===== src/rtl/uart_tx_frame_ctrl_if.sv =====
// Parallel-side and serial-side signal bundle for uart_tx_frame_ctrl.
// master = word source (FIFO read side), slave = transmit controller.
interface uart_tx_frame_ctrl_if #(
  parameter int DATA_WIDTH = 8
);
  logic [DATA_WIDTH-1:0] P_DATA;
  logic                  Data_Valid;
  logic                  PAR_EN;
  logic                  PAR_TYP;
  logic                  STOP2;
  logic                  TX_OUT;
  logic                  busy;
  logic                  tx_done;

  modport master (
    output P_DATA, Data_Valid, PAR_EN, PAR_TYP, STOP2,
    input  TX_OUT, busy, tx_done
  );

  modport slave (
    input  P_DATA, Data_Valid, PAR_EN, PAR_TYP, STOP2,
    output TX_OUT, busy, tx_done
  );
endinterface


===== src/rtl/uart_tx_frame_ctrl.sv =====
// UART transmit framer: start, LSB-first data, optional parity, 1/2 stop bits, one bit per CLK.
// Define UART_TX_B2B_EN to let a request in the last stop cycle chain straight into the next start bit.
module uart_tx_frame_ctrl #(
  parameter int DATA_WIDTH = 8
) (
  input  logic                 CLK,
  input  logic                 RST,
  uart_tx_frame_ctrl_if.slave  bus
);

  localparam int CW = (DATA_WIDTH > 1) ? $clog2(DATA_WIDTH) : 1;
  localparam logic [CW-1:0] CNT_LAST = CW'(DATA_WIDTH - 1);

  localparam logic [2:0] ST_IDLE   = 3'd0;
  localparam logic [2:0] ST_START  = 3'd1;
  localparam logic [2:0] ST_DATA   = 3'd2;
  localparam logic [2:0] ST_PARITY = 3'd3;
  localparam logic [2:0] ST_STOP1  = 3'd4;
  localparam logic [2:0] ST_STOP2  = 3'd5;

  logic [2:0]            state_q, state_d;
  logic [CW-1:0]         cnt_q, cnt_d;
  logic [DATA_WIDTH-1:0] data_q, data_d;
  logic                  par_en_q, par_en_d;
  logic                  par_typ_q, par_typ_d;
  logic                  stop2_q, stop2_d;
  logic                  tx_q, tx_d;
  logic                  busy_q, busy_d;
  logic                  done_q, done_d;
  logic                  accept;
  logic                  frame_end;

  always_comb begin
    state_d   = state_q;
    cnt_d     = cnt_q;
    data_d    = data_q;
    par_en_d  = par_en_q;
    par_typ_d = par_typ_q;
    stop2_d   = stop2_q;
    accept    = 1'b0;
    frame_end = 1'b0;

    case (state_q)
      ST_IDLE: begin
        accept = bus.Data_Valid;
      end
      ST_START: begin
        state_d = ST_DATA;
        cnt_d   = '0;
      end
      ST_DATA: begin
        if (cnt_q == CNT_LAST) begin
          cnt_d   = '0;
          state_d = par_en_q ? ST_PARITY : ST_STOP1;
        end else begin
          cnt_d = cnt_q + 1'b1;
        end
      end
      ST_PARITY: begin
        state_d = ST_STOP1;
      end
      ST_STOP1: begin
        if (stop2_q) begin
          state_d = ST_STOP2;
        end else begin
          frame_end = 1'b1;
        end
      end
      ST_STOP2: begin
        frame_end = 1'b1;
      end
      default: begin
        state_d = ST_IDLE;
        cnt_d   = '0;
      end
    endcase

    if (frame_end) begin
      state_d = ST_IDLE;
`ifdef UART_TX_B2B_EN
      accept = bus.Data_Valid;
`endif
    end

    // Word and config are captured only here, so the source may change them freely mid-frame
    if (accept) begin
      data_d    = bus.P_DATA;
      par_en_d  = bus.PAR_EN;
      par_typ_d = bus.PAR_TYP;
      stop2_d   = bus.STOP2;
      cnt_d     = '0;
      state_d   = ST_START;
    end

    done_d = frame_end;
    busy_d = (state_d != ST_IDLE);

    // Line level is registered from the next state so TX_OUT never passes through logic
    case (state_d)
      ST_START:  tx_d = 1'b0;
      ST_DATA:   tx_d = data_d[cnt_d];
      ST_PARITY: tx_d = (^data_d) ^ par_typ_d;
      default:   tx_d = 1'b1;
    endcase
  end

  always_ff @(posedge CLK or negedge RST) begin
    if (!RST) begin
      state_q   <= ST_IDLE;
      cnt_q     <= '0;
      data_q    <= '0;
      par_en_q  <= 1'b0;
      par_typ_q <= 1'b0;
      stop2_q   <= 1'b0;
      tx_q      <= 1'b1;
      busy_q    <= 1'b0;
      done_q    <= 1'b0;
    end else begin
      state_q   <= state_d;
      cnt_q     <= cnt_d;
      data_q    <= data_d;
      par_en_q  <= par_en_d;
      par_typ_q <= par_typ_d;
      stop2_q   <= stop2_d;
      tx_q      <= tx_d;
      busy_q    <= busy_d;
      done_q    <= done_d;
    end
  end

  assign bus.TX_OUT  = tx_q;
  assign bus.busy    = busy_q;
  assign bus.tx_done = done_q;

endmodule


===== src/flat_wrapper.sv =====
// flat-port wrapper written by rule: the top's interface ports become plain ports
module uart_tx_frame_ctrl_flat 
#(
  parameter int DATA_WIDTH = 8
)
  (CLK, RST, bus_P_DATA, bus_Data_Valid, bus_PAR_EN, bus_PAR_TYP, bus_STOP2, bus_TX_OUT, bus_busy, bus_tx_done);
  uart_tx_frame_ctrl_if #(.DATA_WIDTH(DATA_WIDTH)) bus_i ();
  input  logic CLK;
  input  logic RST;
  input wire logic [$bits(bus_i.P_DATA)-1:0] bus_P_DATA;
  input wire logic [$bits(bus_i.Data_Valid)-1:0] bus_Data_Valid;
  input wire logic [$bits(bus_i.PAR_EN)-1:0] bus_PAR_EN;
  input wire logic [$bits(bus_i.PAR_TYP)-1:0] bus_PAR_TYP;
  input wire logic [$bits(bus_i.STOP2)-1:0] bus_STOP2;
  output wire logic [$bits(bus_i.TX_OUT)-1:0] bus_TX_OUT;
  output wire logic [$bits(bus_i.busy)-1:0] bus_busy;
  output wire logic [$bits(bus_i.tx_done)-1:0] bus_tx_done;
  assign bus_i.P_DATA = bus_P_DATA;
  assign bus_i.Data_Valid = bus_Data_Valid;
  assign bus_i.PAR_EN = bus_PAR_EN;
  assign bus_i.PAR_TYP = bus_PAR_TYP;
  assign bus_i.STOP2 = bus_STOP2;
  assign bus_TX_OUT = bus_i.TX_OUT;
  assign bus_busy = bus_i.busy;
  assign bus_tx_done = bus_i.tx_done;
  uart_tx_frame_ctrl #(.DATA_WIDTH(DATA_WIDTH)) u_core (.CLK(CLK), .RST(RST), .bus(bus_i));
endmodule

===== config.mk =====
export PLATFORM = sky130hd
export DESIGN_NAME = uart_tx_frame_ctrl_flat
export DESIGN_NICKNAME = d
export VERILOG_FILES = /design/src/rtl/uart_tx_frame_ctrl_if.sv /design/src/rtl/uart_tx_frame_ctrl.sv /design/src/flat_wrapper.sv
export SDC_FILE = /design/constraint.sdc
export NUM_CORES = 1
export LEC_CHECK = 0
export ABC_AREA = 1
export CELL_PAD_IN_SITES_DETAIL_PLACEMENT = 0
export CELL_PAD_IN_SITES_GLOBAL_PLACEMENT = 1
export CORE_MARGIN = 4
export CORE_UTILIZATION = 40
export CTS_BUF_LIST = sky130_fd_sc_hd__clkbuf_4 sky130_fd_sc_hd__clkbuf_8
export DETAILED_ROUTE_END_ITERATION = 7
export PLACE_DENSITY_LB_ADDON = 0.1
export SYNTH_ARGS = -nofsm -noshare
export SYNTH_HDL_FRONTEND = slang
export SYNTH_SLANG_ARGS = --single-unit
export TNS_END_PERCENT = 50

===== constraint.sdc =====
create_clock -name CLK -period 2 [get_ports CLK]
set_input_delay 0.4 -clock CLK [delete_from_list [all_inputs] [get_ports CLK]]
set_output_delay 0.4 -clock CLK [all_outputs]
set_load 0.05 [all_outputs]

==> results of run 1 <==
-- per-stage QoR --
step | setup TNS, ns | util, % | hold slack (ns) | setup slack [ns]
final | 0 | 54.0 | 0.429 | 0.148
after global routing | -0.00740 | 54.0 | 0.424 | -0.00740
after CTS | 0 | 53.3 | 0.425 | 0.0166
after detailed placement | -0.251 | 52.3 | 0.491 | -0.158
after global placement | -0.159 | 52.3 | 0.476 | -0.111
after floorplan | 0 | - | 0.104 | 0.306
-- final cells by class --
cell class                      count  area, µm²
Multi-Input combinational cell    137        651
Clock buffer                        4       30.0
Timing Repair Buffer               35        300
Fill cell                         317       1390
Inverter                           26       98.8
Tap cell                           44       55.1
Sequential cell                    20        502
-- flip-flops by register name, summed over array words and instances, names as in the netlist --
name / count
u_core.stop2_q: 1
u_core.data_q: 8
u_core.bus.TX_OUT: 1
u_core.cnt_q: 3
u_core.bus.busy: 1
u_core.bus.tx_done: 1
u_core.state_q: 3
u_core.par_en_q: 1
u_core.par_typ_q: 1
-- metal layers --
metal | global-route usage, % | part of all wire [%] | vias to the layer above | wire (µm)
li1 | - | - | 651 | -
met1 | 17.9 | 48 | 559 | 1270
met2 | 24.3 | 48 | 9 | 1290
met3 | 2.64 | 2.7 | 2 | 72
met4 | 4.75 | 0.79 | 0 | 21
met5 | 0 | 0 | - | 0
-- cell families (layout without fill, tap and decap cells) --
logic type	count (synthesis)	in the layout
buffers and inverters	30	65
flip-flops	20	20
AO/OA/AOI/OAI	13	13
adder cells (fa/ha/maj)	2	2
AND/OR/NAND/NOR	122	122
-- critical path, stage by stage --
cell,delay (ns)
clkdlybuf4s50_1,0.45
inv_1,0.05
nor2_4,0.10
nand2_4,0.17
nand2_1,0.11
nand2_1,0.08
nand2_1,0.07
nand2_1,0.11
inv_1,0.09
nand2_1,0.05
nand2_1,0.07
nand2_1,0.07
nand2_1,0.07
nand2_1,0.04
nand3_1,0.06
nand3_1,0.06
-- cells in the final DEF (no fill, tap or decap) --
cell type | Yosys | layout
nand2_2 | 2 | 2
or3_1 | 1 | 1
inv_1 | 23 | 23
dfstp_2 | 1 | 1
o21ai_1 | 2 | 5
ha_1 | 2 | 2
nand2_4 | 1 | 1
buf_4 | 1 | 20
nand3b_1 | 3 | 3
nand4_1 | 2 | 2
o21ai_2 | 2 | 2
nand2_1 | 87 | 87
a22oi_1 | 1 | 1
inv_2 | 2 | 2
nor2_1 | 6 | 6
clkinv_2 | 1 | 1
nand3_1 | 16 | 16
o21ai_0 | 5 | 2
clkbuf_4 | 0 | 4
a211oi_4 | 0 | 1
nor4_2 | 0 | 1
a21oi_1 | 2 | 2
nor2_4 | 1 | 2
clkdlybuf4s50_1 | 0 | 15
or2_2 | 1 | 1
dfrtp_1 | 19 | 19
-- synthesized netlist by cell type (all sizes together) (2+ instances only) --
cell and instances:
ha 2, a21oi 2, nor2 8, nand3b 3
inv 25, nand4 2, nand3 16, o21ai 9
nand2 90, buf 4, dfrtp 19
-- path summary, 6_finish.rpt --
check,end,cells after the start,slack (ns),start
min in group CLK,u_core.par_en_q$_DFFE_PN0N_,2,0.52,u_core.par_en_q$_DFFE_PN0N_
max reg2reg,u_core.bus.TX_OUT$_DFF_PN1_,14,0.16,u_core.state_q[1]$_DFF_PN0_
max,u_core.bus.TX_OUT$_DFF_PN1_,16,0.15,bus_Data_Valid
min,u_core.par_en_q$_DFFE_PN0N_,2,0.43,RST
min reg2reg,u_core.par_en_q$_DFFE_PN0N_,2,0.52,u_core.par_en_q$_DFFE_PN0N_
max in group asynchronous,u_core.bus.TX_OUT$_DFF_PN1_,2,1.29,RST
-- power breakdown --
| part | switching (µW) | internal [µW] | total (µW) | leakage [µW] |
|---|---|---|---|---|
| sequential | 133 | 599 | 733 | 0.000248 |
| combinational | 1120 | 777 | 1900 | 0.000639 |
| clock | 114 | 91.0 | 205 | 0.0000184 |
| total | 1370 | 1470 | 2840 | 0.000905 |
==> impl_metrics.env, run 1 <==
export IMPL_status="completed"
export IMPL_syn_cell_area_um2=1260
export IMPL_cts_max_level=1
export IMPL_grt_pass1_vias=1129
export IMPL_vias=1221
export IMPL_async_flop_share_pct=100
export IMPL_initial_utilization_pct=41.7
export IMPL_dr_pass1_iters=4
export IMPL_root_buffer="clkbuf_4"
export IMPL_hold_viol=0
export IMPL_area_growth_pct=29.6
export IMPL_vias_per_cell=4.59
export IMPL_avgSynthCellArea_um2=6.75
export IMPL_synth_top_area_share_pct=37.7
export IMPL_dieArea_um2=4120
export IMPL_wl_per_cell_um=9.98
export IMPL_tightest_slew_ns=0.492
export IMPL_ys_dominant_reg_cell="dfrtp_1"
export IMPL_start_kind="primary input"
export IMPL_synth_compound_gate_area_share_pct=6.14
export IMPL_clkLatencyLatePin_ns=0.29
export IMPL_fmax_mhz=540
export IMPL_report_final_slew_viol_count=0
export IMPL_cts_resized=0
export IMPL_synth_fa_ha_area_share_pct=1.98
export IMPL_cts_tree="yes"
export IMPL_numCtsBuffers=3
export IMPL_crit_required_ns=2.22
export IMPL_cts_hold_buf=0
export IMPL_antenna_found_initial=0
export IMPL_synth_seq_cells=20
export IMPL_gp_congestion=0.753
export IMPL_crit_type="primary input to flip-flop"
export IMPL_io_pins=17
export IMPL_ys_seq_area_share_pct=39.7
export IMPL_synth_edf_count=0
export IMPL_drive_gt1_share_pct=17.1
export IMPL_ys_top_cells_by_area="dfrtp_1 (38%), nand2_1 (26%), inv_1 (6.8%)"
export IMPL_io_buffers=16
export IMPL_grt_overflow_total=0
export IMPL_grt_pass1_wl_mm=4.71
export IMPL_postCtsSetupBuffers=0
export IMPL_slew_headroom_pct=67.1
export IMPL_cts_clk_slew_worst_paths_ns=0.11
export IMPL_cellPowerDensity_nw_per_um2=1730
export IMPL_antenna_cells=0
export IMPL_period_minus_slack_ns=1.85
export IMPL_synth_xor_area_share_pct=0
export IMPL_finalCritPeriodShare_pct=92.6
export IMPL_finalPower_uw=2840
export IMPL_clk_path_buf_depth=2
export IMPL_drv_cap=0
export IMPL_fin_skew_ns=0.00892
export IMPL_hpwl_mm=2.10
export IMPL_rows=20
export IMPL_ys_types=27
export IMPL_fin_area_um2=1640
export IMPL_yosysTopAreaCell="dfrtp_1"
export IMPL_drtIter0Drc=36
export IMPL_gr_usage_all_layers_pct=14.2
export IMPL_peakVddDrop_mv=0.710
export IMPL_drt_total_wl_mm=2.66
export IMPL_synth_simple_area_share_pct=41.5
export IMPL_netlist_instances=187
export IMPL_nets=239
export IMPL_critPathCaptureType="flip-flop"
export IMPL_drc=0
export IMPL_synth_mux_area_share_pct=0
export IMPL_critPathArrivalTime_ns=2.07
export IMPL_hold_path_class="primary input to async pin"
export IMPL_total_leakage_power_uw=0.000905
export IMPL_fp_dieW_um=64.2
export IMPL_grt_max_degree=26
export IMPL_setup_viol=0
export IMPL_cts_sinks=20
export IMPL_yosys_warnings=0
export IMPL_fp_dieH_um=64.2
export IMPL_fin_cells=266
export IMPL_placed_area_um2=1580
export IMPL_ant_nets=0
export IMPL_synth_top_family_by_area="simple AND/OR/NAND/NOR gates"
export IMPL_core_um2=3030
export IMPL_dp_cells=262
export IMPL_cp_max_fo=25
export IMPL_syn_nets=203
Power figures use the tool's default switching activity.
==> run 2, diff against run 1 <==
Settings changed: CELL_PAD_IN_SITES_DETAIL_PLACEMENT 0 to 1, CELL_PAD_IN_SITES_GLOBAL_PLACEMENT 1 to 2, CORE_UTILIZATION 40 to 31, CTS_CLUSTER_SIZE set to 16.
==> run 2 against run 1 <==
- highest routed layer unchanged
- hold slack gained 0.058 ns
- first-iteration DRC count shrank 56%
- largest cell class unchanged
- design area grew 15%
- count of clock-buffer cells in the layout is the same
==> impl_metrics.env, run 2 (synthesized netlist as in run 1, its figures left out) <==
export IMPL_status="completed"
export IMPL_clkLatencyLatePin_ns=0.26
export IMPL_slowest_delay_ns=0.39
export IMPL_hold_path_class="primary input to async pin"
export IMPL_start_kind="flip-flop"
export IMPL_grt_max_degree=26
export IMPL_layout_common_cells="nand2_1 (74), buf_4 (26), inv_1 (21), dfrtp_1 (18)"
export IMPL_drt_total_wl_mm=3.68
export IMPL_crit_required_ns=2.18
export IMPL_cts_sinks=20
export IMPL_wl_per_cell_um=13.0
export IMPL_io_buffers=16
export IMPL_cts_max_level=1
export IMPL_cp_max_fo=2
export IMPL_vias_per_cell=4.80
export IMPL_drive_gt1_share_pct=31.6
export IMPL_ant_nets=0
export IMPL_rows=22
export IMPL_post_route_util_pct=49.4
export IMPL_layout_commonest_cell="nand2_1"
export IMPL_fp_dieH_um=71.8
export IMPL_fin_area_um2=1880
export IMPL_numCtsBuffers=3
export IMPL_setup_viol=0
export IMPL_grt_busiest_layer="met2"
export IMPL_drc=0
export IMPL_antenna_found_initial=0
export IMPL_core_um2=3800
export IMPL_slew_headroom_pct=66.1
export IMPL_largest_reg_flops=8
export IMPL_peakVddDrop_mv=0.767
export IMPL_drtIter0Drc=16
export IMPL_period_minus_slack_ns=1.89
export IMPL_placed_area_um2=1600
export IMPL_fmax_mhz=529
export IMPL_critPathArrivalTime_ns=2.07
export IMPL_report_final_slew_viol_count=0
export IMPL_dieArea_um2=5160
export IMPL_clockPowerShare_pct=8.3
export IMPL_cts_clk_slew_worst_paths_ns=0.08
export IMPL_finalCritPeriodShare_pct=94.5
export IMPL_p_seq_share_pct=21.4
export IMPL_hpwl_mm=2.72
export IMPL_path_cells="ha_1 -> ha_2 -> inv_2 -> o21ai_2 -> nor4_2 -> nor2_1 -> o21ai_2 -> nor2_1 -> nand3_1 -> nand3_1"
export IMPL_crit_type="flip-flop to flip-flop"
export IMPL_critPathCaptureType="flip-flop"
export IMPL_fin_skew_ns=0.00554
export IMPL_grtUsageMet2_pct=25.3
export IMPL_gp_congestion=0.723
export IMPL_intPower_uw=1780
export IMPL_grt_overflow_total=0
export IMPL_fp_dieW_um=71.8
export IMPL_initial_utilization_pct=33.2
export IMPL_root_buffer="clkbuf_8"
export IMPL_total_leakage_power_uw=0.000996
export IMPL_swShare_pct=48.8
export IMPL_hold_viol=0
export IMPL_crit_slowest_cell="dfrtp_1"
export IMPL_tightest_slew_ns=0.508
export IMPL_dr_pass1_iters=4
export IMPL_nets=251
export IMPL_drv_cap=0
export IMPL_grt_pass1_wl_mm=5.84
export IMPL_use_met1_pct=17.6
export IMPL_grt_pass1_vias=1333
export IMPL_antenna_cells=0
export IMPL_area_growth_pct=48.7
export IMPL_io_pins=17
export IMPL_top_register="u_core.data_q"
export IMPL_p_comb_share_pct=70.3
export IMPL_p_switching_uw=1690
export IMPL_vias=1354
export IMPL_gr_usage_all_layers_pct=14.0
export IMPL_reg_largest_list="u_core.data_q (8), u_core.cnt_q (3), u_core.state_q (3)"
export IMPL_cellPowerDensity_nw_per_um2=1850
export IMPL_grtUsageMet3_pct=1.96
export IMPL_cts_hold_buf=0
export IMPL_clk_path_buf_depth=2
export IMPL_cts_tree="yes"
[run 2: changes by cell type in the layout (fill, tap and decap cells not counted), sizes merged]
cell / previous run / this run
inv: 25 / 26
clkinv: 1 / 0
clkdlybuf4s50: 15 / 14
buf: 20 / 30
dlymetal6s2s: 0 / 1
nand2: 90 / 92
[run 2: area by class of cell]
cell class | instances | area, µm²
clock buffers | 4 | 48.8
fillers | 489 | 1920
inverters | 26 | 103
multi-input cells | 139 | 761
flip-flops and latches | 20 | 503
well taps | 48 | 60.1
repair buffers | 45 | 402
[run 2: per-stage QoR]
stage / cells / hold WS [ns] / TNS [ns] / worst slack (ns) / power, µW
finish: 282 / 0.487 / 0 / 0.109 / 3470
global route: 282 / 0.515 / -0.0435 / -0.0435 / 3830
CTS: 272 / 0.495 / 0 / 0.00958 / 3060
detailed placement: 268 / 0.497 / -0.500 / -0.263 / 2720
global placement: 268 / 0.492 / -0.232 / -0.138 / 2630
floorplan: 187 / 0.104 / 0 / 0.306 / 2010
[run 2: critical path, delay by kind of cell, from the launching register on]
family	cells	cell delay (ns)
buffers and inverters	1	0.07
flip-flops	1	0.39
adder cells (fa/ha/maj)	2	0.39
AND/OR/NAND/NOR	5	0.73
AO/OA/AOI/OAI	2	0.24
[run 2: power by group through the flow]
stage	Sequential, µW	Combinational, µW	Clock [µW]
finish	744	2440	287
global placement	715	1910	0
floorplan	786	1220	0
detailed placement	728	1990	0
CTS	727	2030	297
global route	767	2750	314
[run 2: worst paths after layout]
check	from	endpoint	slack (ns)	cells after the start
max	u_core.cnt_q[0]$_DFF_PN0_	u_core.bus.TX_OUT$_DFF_PN1_	0.11	10
min	RST	u_core.state_q[1]$_DFF_PN0_	0.49	2
max reg2reg	u_core.cnt_q[0]$_DFF_PN0_	u_core.bus.TX_OUT$_DFF_PN1_	0.11	10
min reg2reg	u_core.par_en_q$_DFFE_PN0N_	u_core.par_en_q$_DFFE_PN0N_	0.53	2
max in group asynchronous	RST	u_core.bus.TX_OUT$_DFF_PN1_	1.24	2
min in group CLK	u_core.par_en_q$_DFFE_PN0N_	u_core.par_en_q$_DFFE_PN0N_	0.53	2
[run 2: repair_timing]
| action | 4_1_cts | 5_1_grt |
|---|---|---|
| buffers inserted | 0 | 8 |
| cloned | 0 | 2 |
| setup endpoints to repair | 2 | 3 |
| gates resized for setup | 2 | 39 |
| pin swaps | 0 | 20 |
[run 2: layer usage]
metal | vias to the layer above | routed length (µm)
li1 | 681 | -
met2 | 21 | 1930
met3 | 6 | 93
met1 | 646 | 1610
met4 | 0 | 38
met5 | - | 0
